## config.mk

```make
export PLATFORM = sky130hd
export DESIGN_NAME = tilemap_access_arbiter
export DESIGN_NICKNAME = d
export VERILOG_FILES = /design/src/rtl/vga_pkg.sv /design/src/rtl/tilemap_wr_fifo.sv /design/src/rtl/tilemap_access_arbiter.sv
export SDC_FILE = /design/constraint.sdc
export NUM_CORES = 1
export LEC_CHECK = 0
export ABC_AREA = 1
export CORE_MARGIN = 4
export CORE_UTILIZATION = 29
export CTS_BUF_LIST = sky130_fd_sc_hd__clkbuf_4 sky130_fd_sc_hd__clkbuf_8 sky130_fd_sc_hd__clkbuf_16
export DETAILED_ROUTE_END_ITERATION = 12
export PLACE_DENSITY = 0.57
export SYNTH_ARGS = -nofsm -noshare
export SYNTH_HDL_FRONTEND = slang
export SYNTH_SLANG_ARGS = --single-unit
```

## constraint.sdc

```tcl
create_clock -name clk -period 2.8 [get_ports clk]
set_clock_uncertainty 0.2 [all_clocks]
set_input_delay 0.56 -clock clk [delete_from_list [all_inputs] [get_ports clk]]
set_output_delay 0.56 -clock clk [all_outputs]
set_load 0.005 [all_outputs]
```

## src/rtl/vga_pkg.sv

```systemverilog
// Shared tile-map constants, address helper and arbiter FSM state encoding.
// Latency: n/a (declarations only).
// Backpressure: n/a.
package vga_pkg;

    // Tile-map address is {row[4:0], col[5:0]}
    localparam int ROW_W = 5;
    localparam int COL_W = 6;
    localparam int AW    = ROW_W + COL_W;
    localparam int DW    = 6;

    // Arbiter FSM states
    localparam logic [0:0] ST_IDLE    = 1'b0;
    localparam logic [0:0] ST_RD_WAIT = 1'b1;

    // Build a tile-map address from its row/column fields
    function automatic logic [AW-1:0] tile_addr(input logic [ROW_W-1:0] row,
                                                input logic [COL_W-1:0] col);
        return {row, col};
    endfunction

endpackage

```

## src/rtl/tilemap_wr_fifo.sv

```systemverilog
// Synchronous FIFO with first-word-fall-through head for buffered CPU tile writes.
// Latency: a pushed word is visible at head_dat the cycle after the push.
// Backpressure: full must gate push; pop only when !empty; push+pop together keep the level.
module tilemap_wr_fifo #(
    parameter int W     = 17,
    parameter int DEPTH = 4,
    parameter int PAW   = 2
) (
    input  logic         clk,
    input  logic         rst,
    input  logic         push,
    input  logic [W-1:0] push_dat,
    input  logic         pop,
    output logic [W-1:0] head_dat,
    output logic         full,
    output logic         empty
);

    logic [W-1:0] mem [DEPTH];
    logic [PAW:0] wr_ptr;
    logic [PAW:0] rd_ptr;

    // Pointer advance; the extra MSB is the wrap bit that separates full from empty
    always_ff @(posedge clk) begin
        if (rst) begin
            wr_ptr <= '0;
            rd_ptr <= '0;
        end else begin
            if (push) wr_ptr <= wr_ptr + (PAW+1)'(1);
            if (pop)  rd_ptr <= rd_ptr + (PAW+1)'(1);
        end
    end

    // Storage write; contents need no reset because the pointers define validity
    always_ff @(posedge clk) begin
        if (push) mem[wr_ptr[PAW-1:0]] <= push_dat;
    end

    assign head_dat = mem[rd_ptr[PAW-1:0]];
    assign empty    = (wr_ptr == rd_ptr);
    assign full     = (wr_ptr[PAW] != rd_ptr[PAW]) &&
                      (wr_ptr[PAW-1:0] == rd_ptr[PAW-1:0]);

endmodule

```

## src/rtl/tilemap_access_arbiter.sv

```systemverilog
// Shares the tile-map RAM between VGA scanout (absolute priority) and CPU writes/reads; build macro FRAME_SYNC_EN limits CPU access to vblank.
// Latency: scanout zero added; CPU read response 2 cycles after its issue slot; writes drain in free slots.
// Backpressure: wr_ready drops when the write FIFO is full; rd_ready low while a read is outstanding.
module tilemap_access_arbiter #(
    parameter int AW         = 11,
    parameter int DW         = 6,
    parameter int FIFO_DEPTH = 4,
    parameter int FIFO_AW    = 2
) (
    input  logic          clk,
    input  logic          rst,
    input  logic          vga_rd,
    input  logic [AW-1:0] vga_addr,
    output logic [DW-1:0] vga_rdata,
    input  logic          vblank,
    input  logic          wr_valid,
    output logic          wr_ready,
    input  logic [AW-1:0] wr_addr,
    input  logic [DW-1:0] wr_data,
    input  logic          rd_valid,
    output logic          rd_ready,
    input  logic [AW-1:0] rd_addr,
    output logic          rd_resp_valid,
    output logic [DW-1:0] rd_resp_data,
    output logic [AW-1:0] ram_addr,
    output logic          ram_we,
    output logic [DW-1:0] ram_wdata,
    input  logic [DW-1:0] ram_rdata
);
    import vga_pkg::*;

    logic                 gate;
    logic                 free;
    logic                 push;
    logic                 pop;
    logic                 issue;
    logic                 fifo_full;
    logic                 fifo_empty;
    logic [AW+DW-1:0]     head;
    logic [0:0]           state;
    logic                 pending;
    logic [AW-1:0]        rd_addr_q;

`ifdef FRAME_SYNC_EN
    // Tear-free mode: CPU traffic only touches the map during vertical blanking
    assign gate = vblank;
`else
    // Any slot the scanout leaves idle is usable; vblank is not needed
    logic unused_vblank;
    assign unused_vblank = vblank;
    assign gate          = 1'b1;
`endif

    // A CPU slot exists only when scanout is idle; reset also blocks RAM writes
    assign free     = !vga_rd && gate && !rst;
    assign wr_ready = !fifo_full;
    assign push     = wr_valid && !fifo_full;
    assign rd_ready = !pending && (state == ST_IDLE);
    // Writes drain ahead of a pending read so the read sees every earlier write
    assign pop      = (state == ST_IDLE) && free && !fifo_empty;
    assign issue    = (state == ST_IDLE) && free && fifo_empty && pending;

    assign vga_rdata = ram_rdata;

    tilemap_wr_fifo #(
        .W     (AW + DW),
        .DEPTH (FIFO_DEPTH),
        .PAW   (FIFO_AW)
    ) u_wr_fifo (
        .clk      (clk),
        .rst      (rst),
        .push     (push),
        .push_dat ({wr_addr, wr_data}),
        .pop      (pop),
        .head_dat (head),
        .full     (fifo_full),
        .empty    (fifo_empty)
    );

    // RAM port mux: scanout address by default, CPU write or read only in a free slot
    always_comb begin
        ram_addr  = vga_addr;
        ram_we    = 1'b0;
        ram_wdata = head[DW-1:0];
        if (pop) begin
            ram_addr = head[AW+DW-1:DW];
            ram_we   = 1'b1;
        end else if (issue) begin
            ram_addr = rd_addr_q;
        end
    end

    // Latch the accepted CPU read address
    always_ff @(posedge clk) begin
        if (rst) begin
            rd_addr_q <= '0;
        end else if (rd_valid && rd_ready) begin
            rd_addr_q <= rd_addr;
        end
    end

    // Arbiter FSM: issue a read from IDLE, capture its data in RD_WAIT, pulse the response
    always_ff @(posedge clk) begin
        if (rst) begin
            state         <= ST_IDLE;
            pending       <= 1'b0;
            rd_resp_valid <= 1'b0;
            rd_resp_data  <= '0;
        end else begin
            rd_resp_valid <= 1'b0;
            case (state)
                ST_IDLE: begin
                    if (issue) state <= ST_RD_WAIT;
                end
                default: begin
                    // ram_rdata belongs to the address issued last cycle, even if scanout owns the port now
                    rd_resp_data  <= ram_rdata;
                    rd_resp_valid <= 1'b1;
                    pending       <= 1'b0;
                    state         <= ST_IDLE;
                end
            endcase
            if (rd_valid && rd_ready) pending <= 1'b1;
        end
    end

endmodule

```

==> results of run 1 <==
## worst max-delay path, delay by kind of cell
| kind | cells | cell delay [ns] |
|---|---|---|
| simple gates | 2 | 0.17 |
| buf+inv | 8 | 1.22 |
## logic make-up after synthesis
logic type	count (synthesis)
AOI/OAI and AO/OA	79
buffers and inverters	49
adders and majority gates	5
xor gates and xnor gates	2
DFF	96
and+or+nand+nor	149
## repair_timing
| action | in CTS | in global routing |
|---|---|---|
| pin swaps | 3 | 4 |
| endpoints found under the setup margin | 17 | 16 |
| resized for setup | 23 | 25 |
| setup buffers | 8 | 7 |
| gates cloned | 1 | 0 |
## worst max path at each step
stage | from | endpoint | slack (ns)
2_1_floorplan | u_wr_fifo.wr_ptr[0] | u_wr_fifo.mem[0][0] | 0.50
3_3_place_gp | rst | ram_addr[9] | -0.40
3_5_place_dp | rst | ram_addr[9] | -0.40
4_1_cts | vga_rd | ram_addr[3] | -0.05
5_1_grt | vga_rd | ram_addr[9] | -0.03
6_report | vga_rd | ram_we | 0.08
## power by group through the flow
stage          Clock [mW]  Sequential, mW  Combinational, mW
2_1_floorplan           0            1.64              0.239
3_3_place_gp            0            1.65              0.511
5_1_grt              1.36            1.62              0.598
4_1_cts              1.30            1.62              0.521
6_report             1.26            1.62              0.537
3_5_place_dp            0            1.65              0.515
## sequential cells by signal, summed over array words and instances (netlist names), named ones only
signal	flops
u_wr_fifo.wr_ptr	3
pending	1
u_wr_fifo.rd_ptr	3
state	1
rd_resp_valid	1
rd_resp_data	6
rd_addr_q	11
u_wr_fifo.mem	68
## synthesized netlist by cell type
| library cell | count |
|---|---|
| edfxtp_1 | 68 |
| nor2_1 | 63 |
| nand2_1 | 52 |
| o21ai_0 | 45 |
| dfxtp_1 | 28 |
| inv_1 | 28 |
| o22ai_1 | 17 |
| nand3_1 | 16 |
| a21oi_1 | 7 |
| clkbuf_1 | 7 |
| a22o_1 | 6 |
| buf_4 | 6 |
| ha_1 | 5 |
| nand2_2 | 5 |
| nand3_2 | 5 |
| buf_2 | 4 |
| a21boi_0 | 3 |
| inv_2 | 2 |
| nand3b_1 | 2 |
| nand4_1 | 2 |
| nor2_4 | 2 |
| xor2_1 | 2 |
| buf_8 | 1 |
| inv_4 | 1 |
| nand2_4 | 1 |
| nand3_4 | 1 |
| o21a_1 | 1 |
## cell type report
type                    instances  area share (%)
inverters                      31            2.20
well taps                     176            3.92
flip-flops and latches         96            46.3
clock buffers                   9            4.01
clock inverters                 7            1.51
multi-input cells             236            22.2
repair buffers                120            19.8
## stage by stage
step           area [um2]  instances  setup TNS [ns]
3_5_place_dp         5160        643           -4.30
3_3_place_gp         5160        643           -4.23
5_1_grt              5620        675         -0.0283
6_report             5620        675               0
2_1_floorplan        4030        380               0
4_1_cts              5550        668         -0.0878
## layer usage
layer | vias up | share of wire [%] | global-route usage (%)
met1 | 1402 | 45 | 15.5
met5 | - | 0 | 0
met3 | 7 | 5.4 | 3.85
met2 | 85 | 49 | 21.9
li1 | 1538 | - | -
met4 | 0 | 0.78 | 3.03
## placed cells by master (no fill, tap or decap), types with 2 or more instances in the layout
cell and n:
o22ai_1 17, nand3_1 14, inv_2 5, buf_12 2, nor2_1 61, dfxtp_1 27, clkbuf_16 9, buf_4 34
o21ai_0 45, edfxtp_1 68, nand2_4 2, clkdlybuf4s15_1 5, nand3_2 6, clkinvlp_4 2, a22o_1 6, nand2_2 5
inv_1 25, a21boi_1 2, nand2_1 51, ha_1 5, a21oi_1 7, nor2_4 4, clkbuf_2 5, dlygate4sd2_1 3
clkdlybuf4s50_1 68, inv_8 3, xor2_1 2, buf_6 2, nand4_1 2, nand3b_1 2, nand3_4 2
==> results.toml, run 1 <==
[route]
remaining_drc_errors = 0
ant_nets = 0
firstDrtPassIters = 5
drt_iter0_markers = 179
wl_per_cell_um = 14.8
routed_via_density = 4.49
num_vias = 3032
wl_um = 9970

[yosys]
synthTopCellsByArea = "edfxtp_1, dfxtp_1, nor2_1"
netlist_area_um2 = 4030
synth_xor_area_share_pct = 0.435
syn_nets = 436
synth_area_leader_cell = "edfxtp_1"
synth.avg_cell_area_um2 = 10.6
synth_top_family_by_area = "simple AND/OR/NAND/NOR gates"
synth_fa_ha_area_share_pct = 1.55
synth_top_cell_area_share_pct = 50.7
synth_simple_gate_area_share_pct = 16.7
syn-instance-count = 380
ys_seq_area_share_pct = 64.6
synth_compound_area_share_pct = 11.1
ys_types = 27
ys_ff_latch = 96
ys_warn_count = 0
synthMuxAreaShare_pct = 0

[global_route]
antenna_found_initial = 0
globalRouteOverflowTotal = 0
grt_pass1_vias = 2999
track_usage_pct = 12.6
grt_max_degree = 35
grt_first_pass_wirelength_um = 15800

[hold_path]
hold_path_end = "rd_addr_q[8]"
whs_path_depth = 2
min_from = "rd_addr_q[8]"
hold_path.class = "reg -> reg"

[pwr]
power_mw = 3.42
p_sw_uw = 853
peakVddDrop_mv = 0.343
p_leak_nw = 2.18
p_seq_share_pct = 47.3
p_int_mw = 2.56
switching_share_pct = 25.0
pwr-share-comb_pct = 15.7
powerDensity_nw_per_um2 = 608
p_clk_share_pct = 37.0

[cells_and_area]
area_growth_pct = 39.4
fin_nets = 550
final_util_pct = 41.9
ff_latch_area_um2 = 2600
diodes = 0
fillers = 1299
drive_gt1_share_pct = 17.2
multi_input_comb_area_um2 = 1250

[floorplan]
std_cell_rows = 42
dieArea_um2 = 15800
ios = 84
die_h_um = 126
die_x_um = 126
core_area_um2 = 13400
initial_core_util_pct = 30.1

[worst_setup_path]
reg2reg_from = "u_wr_fifo.rd_ptr[0]"
crit_slowest_cell = "clkdlybuf4s50_1"
max_stage_delay_ns = 0.47
crit_path_cell_trace = "clkdlybuf4s50_1, inv_2, nand2_4, buf_4, inv_2, nand2_4, inv_8, buf_4, buf_4, dlygate4sd2_1"
cp.arrival_ns = 1.96
critPathKind = "in -> out"
cp_max_fo = 8
crit_required_ns = 2.04
cp-start-kind = "input pin"
crit_top_cell = "buf_4"
timing.rr.end = "u_wr_fifo.mem[2][12]"
r2r_slack_ns = 0.78
worstRegToRegCells = 7
cp-end-kind = "output port"

[sta]
hold_viol = 0
rsz0062_at_grt = "true"
max-slew-margin-rel_pct = 63.9
fin_crit_sh_pct = 97.0
setup_viol = 0
holdWs_ns = 0.252
setup_ws_ns = 0.0839
min_period_ns = 2.72
worstMarginPinSlew_ns = 0.541
fmax_ghz = 0.368
slew_viol_final = 0

[clock_tree]
cts_hold_buf = 0
clock_latency_ns = 0.34
cts_buffers = 9
clock_sinks = 96
clockBufferDepth = 2
tritoncts = "built"
htree_levels = 3
path_clk_slew_ns = 0.07
cts_root_buffer = "clkbuf_16"

[placed_design]
hpwl_um = 6720
post-place-ws_ns = -0.404
port_buffers = 82
gp_congestion = 0.768

[run_status]
status = "complete, no violations"

[job]
cap_violations = 0
(Power assumes the default switching activity.)
==> run 2, diff against run 1 <==
ABC_AREA = not set   (was 1)
CELL_PAD_IN_SITES_DETAIL_PLACEMENT = 1   (was not set)
CELL_PAD_IN_SITES_GLOBAL_PLACEMENT = 1   (was not set)
PLACE_DENSITY = 0.65   (was 0.57)
==> run 2 against run 1 <==
  * Via count down 6.5%
  * Cell count down 14%
  * Maximum frequency down 0.41%
  * Combinational power up 86%
  * Sequential share of layout area down 1.7 points
  * Final area up 3.9%
  * Highest routed layer unchanged
==> results.toml, run 2 <==
[pwr]
peakVddDrop_mv = 0.474
power_mw = 3.83
p_int_mw = 2.79
p_sw_mw = 1.04
switching_share_pct = 27.2
pwr-share-comb_pct = 26.1
powerDensity_nw_per_um2 = 657
p_seq_share_pct = 43.7
p_clk_share_pct = 30.2
p_leak_nw = 2.03

[sta]
rsz0062_at_grt = "false"
fmax_ghz = 0.367
holdWs_ns = 0.298
fin_crit_sh_pct = 97.4
slew_viol_final = 0
hold_viol = 0
max-slew-margin-rel_pct = 73.2
worstMarginPinSlew_ns = 0.397
setup_tns_ns = 0
min_period_ns = 2.73
setup_viol = 0

[worst_setup_path]
crit_required_ns = 2.04
crit_path_cell_trace = "buf_12, mux4_2, o311ai_0, o211ai_1, dlygate4sd2_1"
cp_top_family = "multiplexers"
max_stage_delay_ns = 0.53
cp.arrival_ns = 1.97
cp-end-kind = "output port"
path_buf_inv = 2
critPathKind = "reg -> out"
crit_slowest_cell = "mux4_2"
cp-start-kind = "flip-flop"
cp_max_fo = 7

[cells_and_area]
final_cell_mix = "edfxtp_1, clkdlybuf4s50_1, buf_4, dfxtp_1, nor2_1"
ff_latch_area_um2 = 2610
fillers = 1479
largest_reg_flops = 68
multi_input_comb_area_um2 = 1510
final_common_cell = "edfxtp_1"
drive_gt1_share_pct = 20.7
final_util_pct = 41.4
fin_nets = 452
area_growth_pct = 37.4
diodes = 0

[clock_tree]
clock_sinks = 96
tritoncts = "built"
cts_root_buffer = "clkbuf_16"
htree_levels = 3
path_clk_slew_ns = 0.07
cts_hold_buf = 0
cts_buffers = 9
clock_latency_ns = 0.33
clockBufferDepth = 2

[placed_design]
hpwl_um = 7450
port_buffers = 82
gp_congestion = 0.725

[global_route]
grt_max_degree = 18
globalRouteOverflowTotal = 0
antenna_found_initial = 0
grt_first_pass_wirelength_um = 16500
grt_pass1_vias = 3073
track_usage_pct = 13.0

[yosys]
ys.flop_type = "edfxtp_1"
ys_types = 34
synth_top_cell_area_share_pct = 48.1
yosysMostFrequentCell = "edfxtp_1"
ys_warn_count = 0
synthTopCellsByArea = "edfxtp_1, dfxtp_1, mux4_2"
ys_seq_area_share_pct = 61.3
synth.avg_cell_area_um2 = 14.5
synth_area_leader_cell = "edfxtp_1"
syn_nets = 349
ys_ff_latch = 96
syn-instance-count = 293
async_reset_ff_share_pct = 0
netlist_area_um2 = 4250
synth_common_cells = "edfxtp_1, dfxtp_1, nor2_1, mux2i_1, mux4_2"
synth_edf_count = 68

[route]
wl_um = 10600
remaining_drc_errors = 0
routed_via_density = 4.88
firstDrtPassIters = 4
drt_iter0_markers = 163
ant_nets = 0
num_vias = 2836
wl_per_cell_um = 18.2

[run_status]
status = "complete, no violations"

[hold_path]
hold_path.class = "reg -> reg"

[floorplan]
std_cell_rows = 43
dieArea_um2 = 16600
die_h_um = 129
core_area_um2 = 14100
ios = 84
die_x_um = 129
initial_core_util_pct = 30.1

[job]
cap_violations = 0
[run 2: logic make-up (layout without fill, tap and decap cells)]
kind of cell	after synthesis	after routing	synth area share [%]
adders and majority gates	5	5	1.47
xor gates and xnor gates	6	6	1.24
DFF	96	96	61.3
buffers and inverters	33	141	3.95
AOI/OAI and AO/OA	50	50	10.2
and+or+nand+nor	64	64	7.51
muxes	39	39	14.3
[run 2: through the flow]
stage	cell area [um2]	instances	worst slack (ns)
2_1_floorplan	4250	293	0.600
3_3_place_gp	5450	558	-0.284
3_5_place_dp	5450	558	-0.305
4_1_cts	5810	580	0.00494
5_1_grt	5840	581	0.00434
6_report	5840	581	0.0727
[run 2: area by class of cell]
class | instances | share of cell area, %
multi-input cells | 164 | 25.8
well taps | 180 | 3.86
clock buffers | 10 | 3.99
flip-flops and latches | 96 | 44.7
inverters | 5 | 0.322
clock inverters | 6 | 0.900
repair buffers | 120 | 20.4
[run 2: timing repair]
item | in CTS | in global routing
pin swaps | 4 | 5
gates cloned | 1 | 0
buffers inserted | 5 | 1
endpoints found under the setup margin | 13 | 13
resized for setup | 18 | 22
[run 2: worst reg2reg max path, stage by stage (launching register included)]
cell and delay (ns):
dfxtp_1 0.43, buf_4 0.17, xnor2_1 0.14, buf_4 0.24, o31a_2 0.25, and2_1 0.16, buf_4 0.28
[run 2: power by group through the flow]
stage | Clock (mW) | Sequential, mW | Combinational [mW]
floorplan | 0 | 1.69 | 0.508
global placement | 0 | 1.70 | 0.980
detailed placement | 0 | 1.70 | 0.992
CTS | 1.21 | 1.67 | 1.01
global route | 1.27 | 1.68 | 1.09
finish | 1.16 | 1.67 | 1.00
[run 2: layer usage]
layer | wire [um] | global-route usage, % | share of wire, % | up-vias
met3 | 563 | 3.54 | 5.3 | 11
met2 | 5160 | 21.6 | 49 | 70
li1 | - | - | - | 1343
met1 | 4730 | 16.8 | 45 | 1412
met4 | 139 | 3.40 | 1.3 | 0
met5 | 0 | 0 | 0 | -
[run 2: final timing paths]
kind / cells after the start / start / end / slack (ns)
worst max-delay path: 5 / flip-flop / ram_addr[3] / 0.07
worst min-delay path: 2 / rd_resp_data[0] / rd_resp_data[0] / 0.30
worst max register to register: 6 / u_wr_fifo.rd_ptr[2] / u_wr_fifo.mem[0][3] / 0.62
worst min register to register: 2 / rd_resp_data[0] / rd_resp_data[0] / 0.30
